## config.mk

```make
export PLATFORM = sky130hd
export DESIGN_NAME = dragon_segment_scanner
export DESIGN_NICKNAME = d
export VERILOG_FILES = /design/src/rtl/dragon_segment_scanner.sv
export SDC_FILE = /design/constraint.sdc
export NUM_CORES = 1
export LEC_CHECK = 0
export BUFFER_PORTS_ARGS = -buffer_cell sky130_fd_sc_hd__buf_2
export CAP_MARGIN = 20
export CORE_MARGIN = 2
export CORE_UTILIZATION = 54
export CTS_CLUSTER_DIAMETER = 200
export DETAILED_ROUTE_END_ITERATION = 8
export GPL_TIMING_DRIVEN = 0
export PLACE_DENSITY = 0.8
export SLEW_MARGIN = 40
export SYNTH_ARGS = -nofsm -noshare
export SYNTH_HDL_FRONTEND = slang
export SYNTH_SLANG_ARGS = --single-unit
export TNS_END_PERCENT = 10
```

## constraint.sdc

```tcl
create_clock -name clk -period 4.5 [get_ports clk]
set_input_delay 0.9 -clock clk [delete_from_list [all_inputs] [get_ports clk]]
set_output_delay 0.9 -clock clk [all_outputs]
set_load 0.1 [all_outputs]
```

## src/rtl/dragon_segment_scanner.sv

```systemverilog
// Frame-rate collision scanner for the dragon body. Each vsync rise snapshots the seven
// segments and walks them one per clock against the player and sword tiles.
module dragon_segment_scanner #(
    parameter int NUM_SEG         = 7,
    parameter int COOLDOWN_FRAMES = 4
) (
    input  logic               clk,
    input  logic               reset,
    input  logic               vsync,
    input  logic [9:0]         Dragon_1,
    input  logic [9:0]         Dragon_2,
    input  logic [9:0]         Dragon_3,
    input  logic [9:0]         Dragon_4,
    input  logic [9:0]         Dragon_5,
    input  logic [9:0]         Dragon_6,
    input  logic [9:0]         Dragon_7,
    input  logic [NUM_SEG-1:0] Display_en,
    input  logic [7:0]         player_pos,
    input  logic [7:0]         sword_pos,
    input  logic               sword_valid,
    output logic               player_hit,
    output logic               segment_hit,
    output logic [2:0]         hit_index,
    output logic               scan_done,
    output logic               busy
);

    typedef enum logic [1:0] {IDLE, SCAN, REPORT} state_t;

    localparam logic [3:0] CD_LOAD  = 4'(COOLDOWN_FRAMES);
    localparam logic [2:0] LAST_IDX = 3'(NUM_SEG);

    state_t               state_q, state_d;
    logic                 vsync_q;
    logic [2:0]           idx_q;
    logic [7:0]           pos_q [NUM_SEG];
    logic [NUM_SEG-1:0]   en_q;
    logic [7:0]           ppos_q, spos_q;
    logic                 svalid_q, cd_zero_q;
    logic                 pflag_q, sflag_q;
    logic [2:0]           sidx_q;
    logic [3:0]           cooldown_q;
    logic                 player_hit_q, segment_hit_q, scan_done_q;
    logic [2:0]           hit_index_q;

    logic [7:0]           seg_pos [NUM_SEG];
    logic                 rise;
    logic [2:0]           sel;
    logic [7:0]           cur_pos;
    logic                 cur_en, p_match, s_match;
    logic                 unused_orient;

    assign seg_pos[0] = Dragon_1[7:0];
    assign seg_pos[1] = Dragon_2[7:0];
    assign seg_pos[2] = Dragon_3[7:0];
    assign seg_pos[3] = Dragon_4[7:0];
    assign seg_pos[4] = Dragon_5[7:0];
    assign seg_pos[5] = Dragon_6[7:0];
    assign seg_pos[6] = Dragon_7[7:0];

    // Orientation plays no part in collision.
    assign unused_orient = ^{Dragon_1[9:8], Dragon_2[9:8], Dragon_3[9:8], Dragon_4[9:8],
                             Dragon_5[9:8], Dragon_6[9:8], Dragon_7[9:8]};

    assign rise    = vsync & ~vsync_q;
    assign sel     = idx_q - 3'd1;
    assign cur_pos = pos_q[sel];
    assign cur_en  = en_q[sel];
    assign p_match = cur_en && (cur_pos == ppos_q);
    // cd_zero_q holds the cooldown as seen before this frame's decrement.
    assign s_match = cur_en && svalid_q && cd_zero_q && !sflag_q && (cur_pos == spos_q);

    always_comb begin
        state_d = state_q;
        case (state_q)
            IDLE:    if (rise) state_d = SCAN;
            SCAN:    if (idx_q == LAST_IDX) state_d = REPORT;
            REPORT:  state_d = IDLE;
            default: state_d = IDLE;
        endcase
    end

    always_ff @(posedge clk or negedge reset) begin
        if (!reset) begin
            state_q       <= IDLE;
            vsync_q       <= 1'b0;
            idx_q         <= 3'd0;
            for (int i = 0; i < NUM_SEG; i++) pos_q[i] <= 8'd0;
            en_q          <= '0;
            ppos_q        <= 8'd0;
            spos_q        <= 8'd0;
            svalid_q      <= 1'b0;
            cd_zero_q     <= 1'b0;
            pflag_q       <= 1'b0;
            sflag_q       <= 1'b0;
            sidx_q        <= 3'd0;
            cooldown_q    <= 4'd0;
            player_hit_q  <= 1'b0;
            segment_hit_q <= 1'b0;
            scan_done_q   <= 1'b0;
            hit_index_q   <= 3'd0;
        end else begin
            state_q       <= state_d;
            vsync_q       <= vsync;
            player_hit_q  <= 1'b0;
            segment_hit_q <= 1'b0;
            scan_done_q   <= 1'b0;
            case (state_q)
                IDLE: begin
                    if (rise) begin
                        for (int i = 0; i < NUM_SEG; i++) pos_q[i] <= seg_pos[i];
                        en_q      <= Display_en;
                        ppos_q    <= player_pos;
                        spos_q    <= sword_pos;
                        svalid_q  <= sword_valid;
                        cd_zero_q <= (cooldown_q == 4'd0);
                        idx_q     <= 3'd1;
                        pflag_q   <= 1'b0;
                        sflag_q   <= 1'b0;
                        sidx_q    <= 3'd0;
                        if (cooldown_q != 4'd0) cooldown_q <= cooldown_q - 4'd1;
                    end
                end
                SCAN: begin
                    if (p_match) pflag_q <= 1'b1;
                    if (s_match) begin
                        sflag_q <= 1'b1;
                        sidx_q  <= idx_q;
                    end
                    idx_q <= idx_q + 3'd1;
                end
                REPORT: begin
                    player_hit_q  <= pflag_q;
                    segment_hit_q <= sflag_q;
                    scan_done_q   <= 1'b1;
                    hit_index_q   <= sflag_q ? sidx_q : 3'd0;
                    if (sflag_q) cooldown_q <= CD_LOAD;
                end
                default: ;
            endcase
        end
    end

    assign player_hit  = player_hit_q;
    assign segment_hit = segment_hit_q;
    assign hit_index   = hit_index_q;
    assign scan_done   = scan_done_q;
    assign busy        = (state_q != IDLE);

endmodule

```

# ---- After elaboration in Yosys (flattened, before gate mapping)
# Index checks and enable logic that the tools add are counted.
# W data, S select, Z words.
dict set report classes {
  eq_ne 11
  mux 26
  bitwise 3
  reduce_logical 18
  n_addsub 3
  magnitude_cmp 2
}
# operator count
set op_table {}
lappend op_table {{$bmux W8 S3} 1}
lappend op_table {{$eq A8 B8 Y1} 2}
lappend op_table {{$mux W8} 2}
lappend op_table {{$mux W3} 4}
lappend op_table {{$mux W4} 3}
lappend op_table {{$ne A2 B2 Y1 const B} 6}
lappend op_table {{$pmux W3 S2} 2}
lappend op_table {{$pmux W4 S2} 1}
lappend op_table {{$mux W1} 7}
lappend op_table {{$reduce_and A2 Y1} 3}
lappend op_table {{$reduce_and A3 Y1} 2}
lappend op_table {{$reduce_bool A2 Y1} 3}
lappend op_table {{$logic_and A1 B1 Y1} 5}
lappend op_table {{$ge A4 B4 Y1 const B} 1}
lappend op_table {{$logic_not A4 Y1} 1}
lappend op_table {{$lt A3 B4 Y1 const B} 1}
lappend op_table {{$mux W2} 2}
lappend op_table {{$not A3 Y4} 1}
lappend op_table {{$pmux W1 S2} 2}
lappend op_table {{$pmux W2 S2} 1}
lappend op_table {{$reduce_and A4 Y1} 1}
lappend op_table {{$reduce_bool A4 Y1} 1}
lappend op_table {{$sub A4 B1 Y4 const B} 1}
lappend op_table {{$add A3 B1 Y3 const B} 1}
lappend op_table {{9 further kinds} 9}
dict set report totals {
  elab_cells 86
  regBits 102
  output_inout_bits 7
  input_bits 97
}

# ---- Logic depth before layout (Yosys ltp)
dict set report depth {
  word_depth 9
  ltp_mapped 13
  mapped_depth_nobuf 9
}

# ---- Worst setup path before layout
# OpenSTA, ideal clock, no wires.
dict set report synth_timing {
  kind {flip-flop to flip-flop}
  startpoint {register idx_q[0]}
  endpoint {register sidx_q[0]}
  t_required_ns 4.375
  arrival_ns 3.150
  period_less_slack_ns 3.276
  setup_slack_ns 1.224
  path_stages_with_launch 12
  path_cell_list {dfrtp_1 -> buf_2 -> clkbuf_1 -> inv_1 -> ha_1 -> xor2_2 -> mux4_2 -> a211oi_2 -> xnor2_1 -> nor4_2 -> nand4_2 -> mux2i_1}
}
dict set report synth_between {
  elab_chain_len 9
  word_cells_on_any_way 16
  cone_classes {1 x add/sub; 2 x eq/ne; 7 x mux; 1 x bitwise; 5 x reduce/logical}
}
# item line_no
set synth_lines {}
lappend synth_lines {{from (decl)} 35} ;# logic [2:0] idx_q;
lappend synth_lines {{from (signal assigned)} 130} ;# idx_q <= idx_q + 3'd1;
lappend synth_lines {{$sub A3 B1 Y3} 66} ;# assign sel = idx_q - 3'd1;
lappend synth_lines {{$not A3 Y4 (implied by the code) / $bmux W1 S3 (equally long branches)} {67, 68}}
lappend synth_lines {{$bmux W8 S3 / $mux W1 (equally long branches)} {67, 68}}
lappend synth_lines {{$mux W8 (implied by the code) / $logic_and A1 B1 Y1 (equally long branches) (2 in series)} {67, 71}}
lappend synth_lines {{$eq A8 B8 Y1 / $logic_and A1 B1 Y1 (equally long branches)} 71} ;# assign s_match = cur_en && svalid_q && cd_zero_q && !sflag_q && (cur_pos == spos_q);
lappend synth_lines {{$logic_and A1 B1 Y1} 71}
lappend synth_lines {{$ne A2 B2 Y1 (no line)} -}
lappend synth_lines {{$reduce_and A3 Y1 (no line)} -}
lappend synth_lines {{to (signal assigned)} 128} ;# sidx_q <= idx_q;
lappend synth_lines {{to (decl)} 41} ;# logic [2:0] sidx_q;
# Several ways; a longest one is shown, not always the timed one. The select of a mux whose other input is x is not followed.
# A chain may end at the register's enable or synchronous reset.

# ---- Worst setup path in the final report
# Same ends and word-level chain as after synthesis.

==> run_results.csv <==
group,metric,value,unit
worst_setup_path,path_class,"reg2reg",
timing,fmax,249,MHz
global_routing,grtUsageMet1,34.2,%
timing,tightestPinTransition,765,ps
timing,finClkSkew,12.7,ps
power,ir_worst_vdd,0.303,mV
synthesis,yosys_register_bits,102,
global_routing,globalRoute.busiestLayer,"met2",
power,powerDensity,781,nW/um2
synthesis,syn-cell-area,4640,um2
power,p_switching,1760,uW
global_routing,grt_pass1_vias,3856,
worst_setup_path,cp.required,4780,ps
job,drv_cap,0,
global_routing,grtUsageMet3,4.48,%
die,dieArea,9350,um2
timing,setup_viol_count_final,0,
global_routing,antenna_found_initial,0,
cells_and_area,fin_nets,705,
cells_and_area,diodes,0,
clocking,cts_resized,0,
clocking,post_cts_buffers,0,
route,drtAntennaViolNets,0,
synthesis,ys_seq_area_share,55.0,%
cells_and_area,final_cells,714,
clocking,cts_tree,"done",
placed_design,dp.cells,698,
timing,maxSlewHeadroom,48.3,%
timing,hold_viol_final,0,
clocking,clock_path_buffers,2,
worst_hold_path,hold_class,"in2async",
clocking,clock-sinks,102,
synthesis,synth_top_cell_by_area,"dfrtp_1",
cells_and_area,fillCellCount,697,
global_routing,grt_overflow,0,
worst_setup_path,cp-end-kind,"flop",
power,p_int,2540,uW
die,start_util,56.2,%
synthesis,synth_ff_type,"dfrtp_1",
synthesis,synth.top_cells.by_count,"nand2_1, dfrtp_1, clkbuf_1",
power,clkPwrFrac,16.1,%
route,drt-initial-drc-count,202,
power,total_power,4300,uW
synthesis,avgSynthCellArea,9.23,um2
synthesis,synthCells,503,
route,totalWireLength,11200,um
cells_and_area,syn_to_final_growth,18.5,%
synthesis,yosysWarnings,0,
clocking,postCtsHoldBufs,0,
global_routing,gr-usage-met2,39.7,%
clocking,root_buffer,"clkbuf_8",
synthesis,synthDistinctLibCells,38,
clocking,htree_levels,3,
synthesis,synth_area_leaders,"dfrtp_1, nand2_1, mux4_1",
timing,drv_slew,0,
worst_setup_path,crit_path_max_fanout,10,
global_routing,grt_pass1_wl,18600,um
power,combPwrFrac,46.2,%
outcome,status,"finished clean",
clocking,clk_latency,370,ps
timing,period_minus_slack,4010,ps
cells_and_area,drive_above_1_share,20.5,%
synthesis,async_flop_share,100,%
timing,period_share,89.1,%
worst_setup_path,cp-start-kind,"flop",
power,sw_frac_of_total,41.0,%
clocking,clk_pin_slew,90,ps
synthesis,synth_edf_count,0,
global_routing,grt_max_degree,75,
route,drt_pass1_iterations,7,
die,die_w,96.7,um
die,core-area,8260,um2
route,wl_per_cell,15.7,um
route,vias_per_cell,5.30,
placed_design,dpl.hpwl,8090,um
global_routing,grt.total_usage,24.8,%
die,fp-row-count,33,
die,pin_count,104,
die,die_height,96.7,um
power,leakage,0.00298,uW
route,vias,3782,
route,drc,0,
timing,rsz0062_at_grt,"no",
synthesis,synth_nets,604,
worst_setup_path,cp_data_arrival_time,4290,ps
synthesis,yosysMostFrequentCell,"nand2_1",
placed_design,port_buffers,89,
timing,fin_setup_tns,0,ps
placed_design,place.gp.congestion,0.870,
clocking,cts_made_buffers,9,
power,sequentialPowerShare,37.6,%
synthesis,synth_largest_type_area_fraction,55.0,%
registers in the layout (all words and copies together) (netlist names):
register     flops
pos_q           56
ppos_q           8
spos_q           8
en_q             7
cooldown_q       4
hit_index        3
idx_q            3
sidx_q           3
state_q          2
cd_zero_q        1
pflag_q          1
player_hit       1
scan_done        1
segment_hit      1
sflag_q          1
svalid_q         1
vsync_q          1
power groups by stage:
stage,logic (uW),registers [uW],clock network [uW]
2_1_floorplan,1410,1640,0
3_3_place_gp,1890,1600,0
3_5_place_dp,1950,1620,0
4_1_cts,1980,1610,703
5_1_grt,2170,1660,742
6_report,1990,1620,694
cell usage in the layout, fill, tap and decap left out, drive strengths merged, types with 5 or more instances in the layout:
master    n
nand2   257
dfrtp   102
buf      97
clkbuf   27
xnor2    13
mux2i    11
nor2     10
inv       9
mux4      9
o21ai     8
and2      5
nor3      5
nor4      5
cells by family (layout without fill, tap and decap cells):
family | Yosys count | count (layout) | share of synthesized area (%)
mux | 24 | 24 | 8.11
compound gates | 26 | 26 | 4.02
buf+inv | 33 | 139 | 2.78
simple gates | 297 | 297 | 25.7
flops | 102 | 102 | 55.0
xor+xnor | 17 | 17 | 3.37
fa+ha+maj | 4 | 4 | 1.08
worst max-delay path, stage by stage (launching register included):
cell and delay, ps:
dfrtp_1 360, buf_2 290, clkbuf_1 420, inv_1 170, ha_1 290, xor2_2 470
mux4_1 650, a211oi_2 390, xnor2_1 120, nor4_1 300, nand4_2 260, mux2i_1 220
metal layers:
layer,routed length (um),vias to the layer above
met5,0,-
met4,245,0
met3,716,21
met2,5350,159
met1,4890,1791
li1,-,1811
stage by stage:
| step | hold slack [ps] | cell area, um2 | utilization (%) | setup WS, ps |
|---|---|---|---|---|
| after floorplan | 437 | 4640 | - | 1220 |
| after global placement | 450 | 5220 | 63.2 | 652 |
| after detailed placement | 457 | 5260 | 63.7 | 614 |
| after CTS | 374 | 5500 | 66.6 | 499 |
| after global routing | 376 | 5500 | 66.6 | 186 |
| final | 375 | 5500 | 66.6 | 489 |
cell type report:
type	count	area (um2)	share of cell area [%]
plain buffers	24	95.1	1.73
repair buffers	90	483	8.78
clock inverters	6	109	1.98
inverters	9	33.8	0.614
well taps	105	131	2.39
clock buffers	10	138	2.50
flip-flops and latches	102	2550	46.4
multi-input cells	368	1960	35.6
final timing paths:
path	startpoint	to	slack (ps)	cells past startpoint
min	reset	cooldown_q[2]	370	1
min in group clk	pos_q[39]	pos_q[39]	480	2
max in group asynchronous	reset	pos_q[13]	3520	2
max	idx_q[0]	sidx_q[0]	490	11
min reg2reg	pos_q[39]	pos_q[39]	480	2
max reg2reg	idx_q[0]	sidx_q[0]	490	11
Note: power is estimated with default switching activity, not from simulation.
